$ cat src/rtl/pixelbox_pkg.sv
// pixelbox_pkg: mode index defaults shared by key_ctl and mode_switch_sync
package pixelbox_pkg;
  localparam int CNT_WIDTH_DEF = 2;
  localparam int CNT_MAX_DEF   = 2;
endpackage

$ cat src/rtl/vs_edge_det.sv
// vs_edge_det: one-cycle frame-start strobe on the inactive-to-active edge of vs_in
//   clk, rstn : clock, async active-low reset
//   vs_in     : frame sync, active level VS_POL
//   fs        : high in the first cycle vs_in is at VS_POL
module vs_edge_det #(
  parameter bit VS_POL = 1'b1
) (
  input  logic clk,
  input  logic rstn,
  input  logic vs_in,
  output logic fs
);
  logic r_vs;
  always_ff @(posedge clk or negedge rstn)
    if (!rstn) r_vs <= ~VS_POL;
    else       r_vs <= vs_in;
  assign fs = (vs_in == VS_POL) && (r_vs != VS_POL);
endmodule

$ cat src/rtl/mode_switch_sync.sv
// mode_switch_sync: applies a requested mode only at a frame start, then blanks BLANK_FRAMES frames
//   clk, rstn   : clock, async active-low reset
//   ctrl_in     : requested mode index (values above CNT_MAX are ignored)
//   vs_in       : frame sync
//   mode_out    : mode applied to the video path
//   mode_update : one-cycle pulse when mode_out changes
//   blank       : video path must output black
//   busy        : a switch is pending or blanking
module mode_switch_sync
  import pixelbox_pkg::*;
#(
  parameter int CNT_WIDTH    = CNT_WIDTH_DEF,
  parameter int CNT_MAX      = CNT_MAX_DEF,
  parameter int BLANK_FRAMES = 2,
  parameter bit VS_POL       = 1'b1
) (
  input  logic                 clk,
  input  logic                 rstn,
  input  logic [CNT_WIDTH-1:0] ctrl_in,
  input  logic                 vs_in,
  output logic [CNT_WIDTH-1:0] mode_out,
  output logic                 mode_update,
  output logic                 blank,
  output logic                 busy
);
  localparam logic [1:0] IDLE = 2'd0, WAIT_FS = 2'd1, BLANK = 2'd2;
  localparam int FW = BLANK_FRAMES > 0 ? $clog2(BLANK_FRAMES + 1) : 1;
  localparam logic [CNT_WIDTH-1:0] MAX_IDX = CNT_WIDTH'(CNT_MAX);
  localparam logic [FW-1:0] LAST = FW'(BLANK_FRAMES);
  localparam bit HAS_BLANK = BLANK_FRAMES != 0;
  logic [1:0] r_state, w_state;
  logic [CNT_WIDTH-1:0] r_mode, w_mode, r_pend, w_pend, w_req;
  logic [FW-1:0] r_cnt, w_cnt;
  logic r_upd, w_upd, r_blank, w_blank, r_busy;
  logic w_fs, w_legal;
  vs_edge_det #(.VS_POL(VS_POL)) u_fs (.clk(clk), .rstn(rstn), .vs_in(vs_in), .fs(w_fs));
  assign w_legal = ctrl_in <= MAX_IDX;
  // last legal request wins; an illegal index keeps the pending one
  assign w_req = w_legal ? ctrl_in : r_pend;
  always_comb begin
    w_state = r_state;
    w_mode  = r_mode;
    w_pend  = r_pend;
    w_cnt   = r_cnt;
    w_upd   = 1'b0;
    w_blank = r_blank;
    case (r_state)
      IDLE:
        if (w_legal && ctrl_in != r_mode) begin
          w_pend  = ctrl_in;
          w_state = WAIT_FS;
        end
      WAIT_FS:
        if (w_legal && ctrl_in == r_mode) w_state = IDLE;
        else if (w_fs) begin
          w_mode  = w_req;
          w_upd   = 1'b1;
          w_cnt   = HAS_BLANK ? FW'(1) : '0;
          w_blank = HAS_BLANK;
          w_state = HAS_BLANK ? BLANK : IDLE;
        end else w_pend = w_req;
      BLANK:
        if (w_fs) begin
          w_cnt   = (r_cnt == LAST) ? '0 : r_cnt + 1'b1;
          w_blank = r_cnt != LAST;
          w_state = (r_cnt == LAST) ? IDLE : BLANK;
        end
      default: w_state = IDLE;
    endcase
  end
  always_ff @(posedge clk or negedge rstn)
    if (!rstn) begin
      r_state <= IDLE;
      r_mode  <= '0;
      r_pend  <= '0;
      r_cnt   <= '0;
      r_upd   <= 1'b0;
      r_blank <= 1'b0;
      r_busy  <= 1'b0;
    end else begin
      r_state <= w_state;
      r_mode  <= w_mode;
      r_pend  <= w_pend;
      r_cnt   <= w_cnt;
      r_upd   <= w_upd;
      r_blank <= w_blank;
      r_busy  <= w_state != IDLE;
    end
  assign mode_out    = r_mode;
  assign mode_update = r_upd;
  assign blank       = r_blank;
  assign busy        = r_busy;
endmodule

$ cat config.mk
export PLATFORM = sky130hd
export DESIGN_NAME = mode_switch_sync
export DESIGN_NICKNAME = d
export VERILOG_FILES = /design/src/rtl/pixelbox_pkg.sv /design/src/rtl/vs_edge_det.sv /design/src/rtl/mode_switch_sync.sv
export SDC_FILE = /design/constraint.sdc
export NUM_CORES = 1
export LEC_CHECK = 0
export ABC_AREA = 1
export CORE_MARGIN = 4
export CORE_UTILIZATION = 44
export DETAILED_ROUTE_END_ITERATION = 6
export PLACE_DENSITY = 0.7
export SYNTH_ARGS = -nofsm -noshare
export SYNTH_HDL_FRONTEND = slang
export SYNTH_SLANG_ARGS = --single-unit
$ cat constraint.sdc
create_clock -name clk -period 1.15 [get_ports clk]
set_input_delay 0.1725 -clock clk [delete_from_list [all_inputs] [get_ports clk]]
set_output_delay 0.1725 -clock clk [all_outputs]
set_load 0.05 [all_outputs]
==> reports/qor.yml, run 1 <==
outcome: "finished, violations left"
failing_checks: "setup timing"
most_used_cells_in_the_layout_excluding_fill_and_tap_cells: "sky130_fd_sc_hd__nand2_1, sky130_fd_sc_hd__dfrtp_1, sky130_fd_sc_hd__nand2_2"
drive_gt1_share_pct: 47.0
sequentialPowerShare_pct: 28.4
drt_wl_total_um: 1400
fin_crit_ps: 1180
post_synth_num_cell_types: 15
cts.htree.levels: 1
syn_area_um2: 603
placed_cells: 109
post-route-util_pct: 72.9
power.density_nw_per_um2: 2880
worstReg2RegStart: "mode_out[1]"
clkPwrFrac_pct: 12.5
power.share.switching_pct: 43.6
buffer_ports.inserted: 9
grt.overflow.total: 0
die_y_um: 45.0
post_synthesis_instance_total: 77
critical_path.max_fanout: 3
crit_path_cell_trace: "buf_6, buf_12"
antenna_found_initial: 0
hpwlAfterDp_um: 909
max_freq_mhz: 847
cts.path.max_buffers: 2
tritoncts.num_buffers: 3
setup.reg_to_reg.worst_slack_ps: -20
min_period_over_period_pct: 103
synth_warnings: 0
synth_top_family_by_area: "simple AND/OR/NAND/NOR gates"
worst_skew_pair.late_latency_ps: 280
post_drt_via_cell_ratio: 4.87
drtPass1Iterations: 4
fraction_of_synthesized_cell_area_in_xor_and_xnor_cells_pct: 0
die_width_um: 45.0
gpl.final_weighted_congestion: 0.732
worstSetupEndpointType: "output pin"
startpoint_type: "register"
tritoncts_num_sinks: 12
final_max_slew_viol_count: 0
detail_route.wl_per_cell_um: 12.2
fin_ws_ps: -31.0
finalSetupViolCount: 6
mean_syn_cell_area_um2: 7.83
worst_hold_path_type: "in -> async"
start_util_pct: 46.3
dpl_worst_slack_ps: -331
worst_clock_skew_ps: 5.60
cts_root_buf: "sky130_fd_sc_hd__clkbuf_4"
die-area_um2: 2030
synth-simple-area-share_pct: 33.0
cell_internal_pwr_w: 0.00154
clock_transition_at_the_registers_of_the_reported_paths_ps: 80
number_of_global_route_vias_before_repair: 502
wire_length_of_the_first_global_routing_pass_um: 2120
synth_fa_ha_area_share_pct: 0
total_nets_after_synthesis: 82
rr_endpoint: "r_cnt[0]"
finalNonFillerCells: 115
power_leakage_nw: 0.484
vias: 560
reg2reg_depth: 8
grt.total_usage_pct: 15.4
switching_power_w: 0.00119
dr.first_iter.drc_count: 5
hold_violations: 0
postSynthRegisterBits: 12
rows: 13
max_stage_delay_ps: 450
floorplan.core_area_um2: 1300
cap_violations: 0
grt_max_degree: 13
worst-endpoint-required_ps: 980
vdd_drop_max_uv: 1640
synth-compound-area-share_pct: 7.88
synth_sequential_area_ratio_pct: 49.8
area_growth_pct: 57.3
timing.max_slew.rel_slack_pct: 81.6
clock_tree_from_tritoncts: "yes"
proportion_of_synthesized_area_in_mux_cells_pct: 0
power.share.combinational_pct: 59.1
num-nets-final: 106
worstMarginPinSlew_ps: 272
post_route_drc_violation_count: 0
antennaDiodeCount: 0
cts-hold-fix-buffers: 0
most_common_cell_after_layout_fill_and_taps_aside: "sky130_fd_sc_hd__nand2_1"
setup_repair_after_global_routing_missed_its_margin: "true"
critical_path_arrival_ps: 1010
cp_slowest_cell: "sky130_fd_sc_hd__dfrtp_2"
boundaryPins: 10
crit_type: "reg -> out"
drtAntennaViolNets: 0
[repair_timing]
item                       CTS  global route
cloned                       0             1
setup buffers                0             1
gates resized for setup      5            18
setup endpoints to repair    6            11
pin swaps                    0             2
[power groups by stage]
stage          combinational [W]  sequential, W  clock [W]
3_5_place_dp             0.00136       0.000759          0
5_1_grt                  0.00174       0.000798   0.000378
4_1_cts                  0.00141       0.000765   0.000348
3_3_place_gp             0.00135       0.000761          0
2_1_floorplan           0.000492        0.00100          0
6_report                 0.00161       0.000776   0.000342
[cells by family (layout without fill, tap and decap cells)]
kind of cell	Yosys count	count (layout)
DFF	12	12
AOI/OAI and AO/OA	8	8
buffers and inverters	13	35
and+or+nand+nor	44	45
[synth_stat cells, drive strengths merged]
master	number	area (µm²)
a21oi	2	10.0
buf	1	11.3
inv	12	45.0
o21ai	6	37.5
nand4	2	12.5
nor2	8	37.5
nand2	26	103
or2	1	6.26
nand3	7	40.0
dfrtp	12	300
[per-layer routing]
metal	global-route usage [%]	routed length, µm	share of wire (%)
met1	17.8	611	44
met2	23.4	690	49
met3	8.37	55	3.9
met4	7.02	46	3.3
met5	0	0	0
[metrics by stage]
step | area [µm²] | TNS [ps] | power, W | hold WS (ps)
6_report | 948 | -99.7 | 0.00273 | 185
5_1_grt | 948 | -618 | 0.00291 | 191
4_1_cts | 875 | -17.1 | 0.00252 | 192
3_5_place_dp | 821 | -2860 | 0.00212 | 484
3_3_place_gp | 821 | -2450 | 0.00211 | 487
2_1_floorplan | 606 | -243 | 0.00150 | -123
[worst max-delay path, delay by kind of cell, from the launching register on]
kind,cells,cell delay (ps)
flip-flops,1,450
buffers and inverters,2,280
[sequential cells by signal, indices dropped and copies added (netlist names)]
name,cells
mode_out,2
r_cnt,2
r_pend,2
r_state,2
blank,1
busy,1
mode_update,1
u_fs.r_vs,1
[area by class of cell]
| class | count | area (µm²) |
|---|---|---|
| Fill cell | 92 | 353 |
| Multi-Input combinational cell | 53 | 320 |
| Sequential cell | 12 | 303 |
| Timing Repair Buffer | 19 | 225 |
| Inverter | 12 | 45.0 |
| Clock buffer | 4 | 36.3 |
| Tap cell | 15 | 18.8 |
[worst max-delay path by stage]
stage | startpoint | end
detailed placement | ctrl_in[0] | r_cnt[0]
finish | mode_out[1] | mode_out[1]
global route | mode_out[1] | blank
CTS | mode_out[1] | mode_out[1]
floorplan | mode_out[0] | mode_out[0]
global placement | ctrl_in[1] | r_cnt[0]
Note: power is estimated with default switching activity, not from simulation.
==> run 2: changes to the inputs <==
--- a/config.mk
+++ b/config.mk
@@ -10,6 +10,8 @@
 export CORE_UTILIZATION = 44
 export DETAILED_ROUTE_END_ITERATION = 6
 export PLACE_DENSITY = 0.7
+export SKIP_CTS_REPAIR_TIMING = 1
+export SLEW_MARGIN = 20
 export SYNTH_ARGS = -nofsm -noshare
 export SYNTH_HDL_FRONTEND = slang
 export SYNTH_SLANG_ARGS = --single-unit
==> run 2 against run 1 <==
The flow still finishes with violations (setup timing). First-iteration DRC count rose by 60%. Total power is essentially flat. Utilization stayed put. Die area did not move. Setup slack lost 3.8 ps. Register-to-register slack about the same. Flip-flop and latch count did not move. Clock power about the same. Combinational power about the same. Critical endpoint unchanged.
==> reports/qor.yml, run 2 (same netlist as run 1, synthesis figures left out) <==
most_used_cells_in_the_layout_excluding_fill_and_tap_cells: "sky130_fd_sc_hd__nand2_1, sky130_fd_sc_hd__dfrtp_1, sky130_fd_sc_hd__nand2_2"
floorplan.core_area_um2: 1300
hpwlAfterDp_um: 909
max_stage_delay_ps: 450
timing.max_slew.rel_slack_pct: 80.8
dpl_worst_slack_ps: -331
post-route-util_pct: 72.9
post_drt_via_cell_ratio: 4.82
clock_tree_from_tritoncts: "yes"
worst_clock_skew_ps: 4.57
rows: 13
die_width_um: 45.0
setup.reg_to_reg.worst_slack_ps: -10
wirelength_met1_um: 591
die-area_um2: 2030
reg2reg_depth: 8
cp_slowest_cell: "sky130_fd_sc_hd__dfrtp_2"
critical_path.max_fanout: 3
grt.overflow.total: 0
startpoint_type: "register"
detail_route.wl_per_cell_um: 12.3
antenna_found_initial: 0
placedInstanceArea_um2: 821
drtAntennaViolNets: 0
min_period_over_period_pct: 103
worst_hold_path_type: "in -> async"
fin_area_um2: 948
worst_skew_pair.late_latency_ps: 280
cts.htree.levels: 1
critical_path_depth: 2
final_max_slew_viol_count: 0
drive_gt1_share_pct: 47.0
fin_ws_ps: -34.7
critical_path_arrival_ps: 1010
worst-endpoint-required_ps: 980
most_common_cell_after_layout_fill_and_taps_aside: "sky130_fd_sc_hd__nand2_1"
num-nets-final: 106
tritoncts_num_sinks: 12
tritoncts.num_buffers: 3
setup_repair_after_global_routing_missed_its_margin: "true"
grt.total_usage_pct: 15.2
wire_length_of_the_first_global_routing_pass_um: 2090
crit_path_start: "mode_out[1]"
max_freq_mhz: 844
post_route_drc_violation_count: 0
area_growth_pct: 57.3
dr.first_iter.drc_count: 8
cts_root_buf: "sky130_fd_sc_hd__clkbuf_4"
outcome: "finished, violations left"
start_util_pct: 46.3
number_of_global_route_vias_before_repair: 501
crit_type: "reg -> out"
power.density_nw_per_um2: 2880
vdd_drop_max_uv: 1620
routed-wl-met3_um: 55
gpl.final_weighted_congestion: 0.732
cts.path.max_buffers: 2
clock_transition_at_the_registers_of_the_reported_paths_ps: 80
grt_max_degree: 13
die_y_um: 45.0
worstMarginPinSlew_ps: 286
number_of_filler_cells_placed_in_the_layout: 92
cap_violations: 0
rr_endpoint: "blank"
power_leakage_nw: 0.484
crit_family: "flip-flops"
crit_path_cell_trace: "buf_6, buf_12"
boundaryPins: 10
failing_checks: "setup timing"
buffer_ports.inserted: 9
worstSetupEndpointType: "output pin"
timing.critical_path.buf_inv: 2
vias: 554
drtPass1Iterations: 2
drt_wl_total_um: 1420
fin_crit_ps: 1180
met2RoutedLength_um: 726
hold_violations: 0
finalSetupViolCount: 3
antennaDiodeCount: 0
top_signal_layer_used: "met4"
worstReg2RegStart: "mode_out[1]"
## run 2: report_power, final
| part | internal (W) | switching [W] | total (W) |
|---|---|---|---|
| sequential | 0.000615 | 0.000165 | 0.000779 |
| combinational | 0.000733 | 0.000881 | 0.00161 |
| clock | 0.000193 | 0.000148 | 0.000341 |
## run 2: per-layer routing
layer | vias to the layer above | track usage (%)
met5 | - | 0
met4 | 0 | 7.02
met3 | 5 | 8.37
met2 | 6 | 22.9
met1 | 257 | 17.5
li1 | 286 | -
## run 2: final cells by class
cell class	instances	area [µm²]	share of cell area [%]
inverter	12	45.0	4.75
sequential	12	303	31.9
clock buffer	4	36.3	3.83
timing repair buffer	19	225	23.7
tap	15	18.8	1.98
multi-input combinational	53	320	33.8
## run 2: per-stage QoR
step | instances | hold slack, ps | power (W) | setup TNS, ps
after floorplan | 77 | -123 | 0.00150 | -243
after global placement | 109 | 487 | 0.00211 | -2450
after CTS | 113 | 192 | 0.00247 | -156
after global routing | 115 | 191 | 0.00291 | -523
after detailed placement | 109 | 484 | 0.00212 | -2860
final | 115 | 185 | 0.00273 | -48.9
## run 2: worst max path at each step
stage          slack [ps]     endpoint
2_1_floorplan         -40  mode_out[0]
3_3_place_gp         -280     r_cnt[0]
3_5_place_dp         -330     r_cnt[0]
4_1_cts               -50     r_cnt[0]
5_1_grt               -70        blank
6_report              -30  mode_out[1]
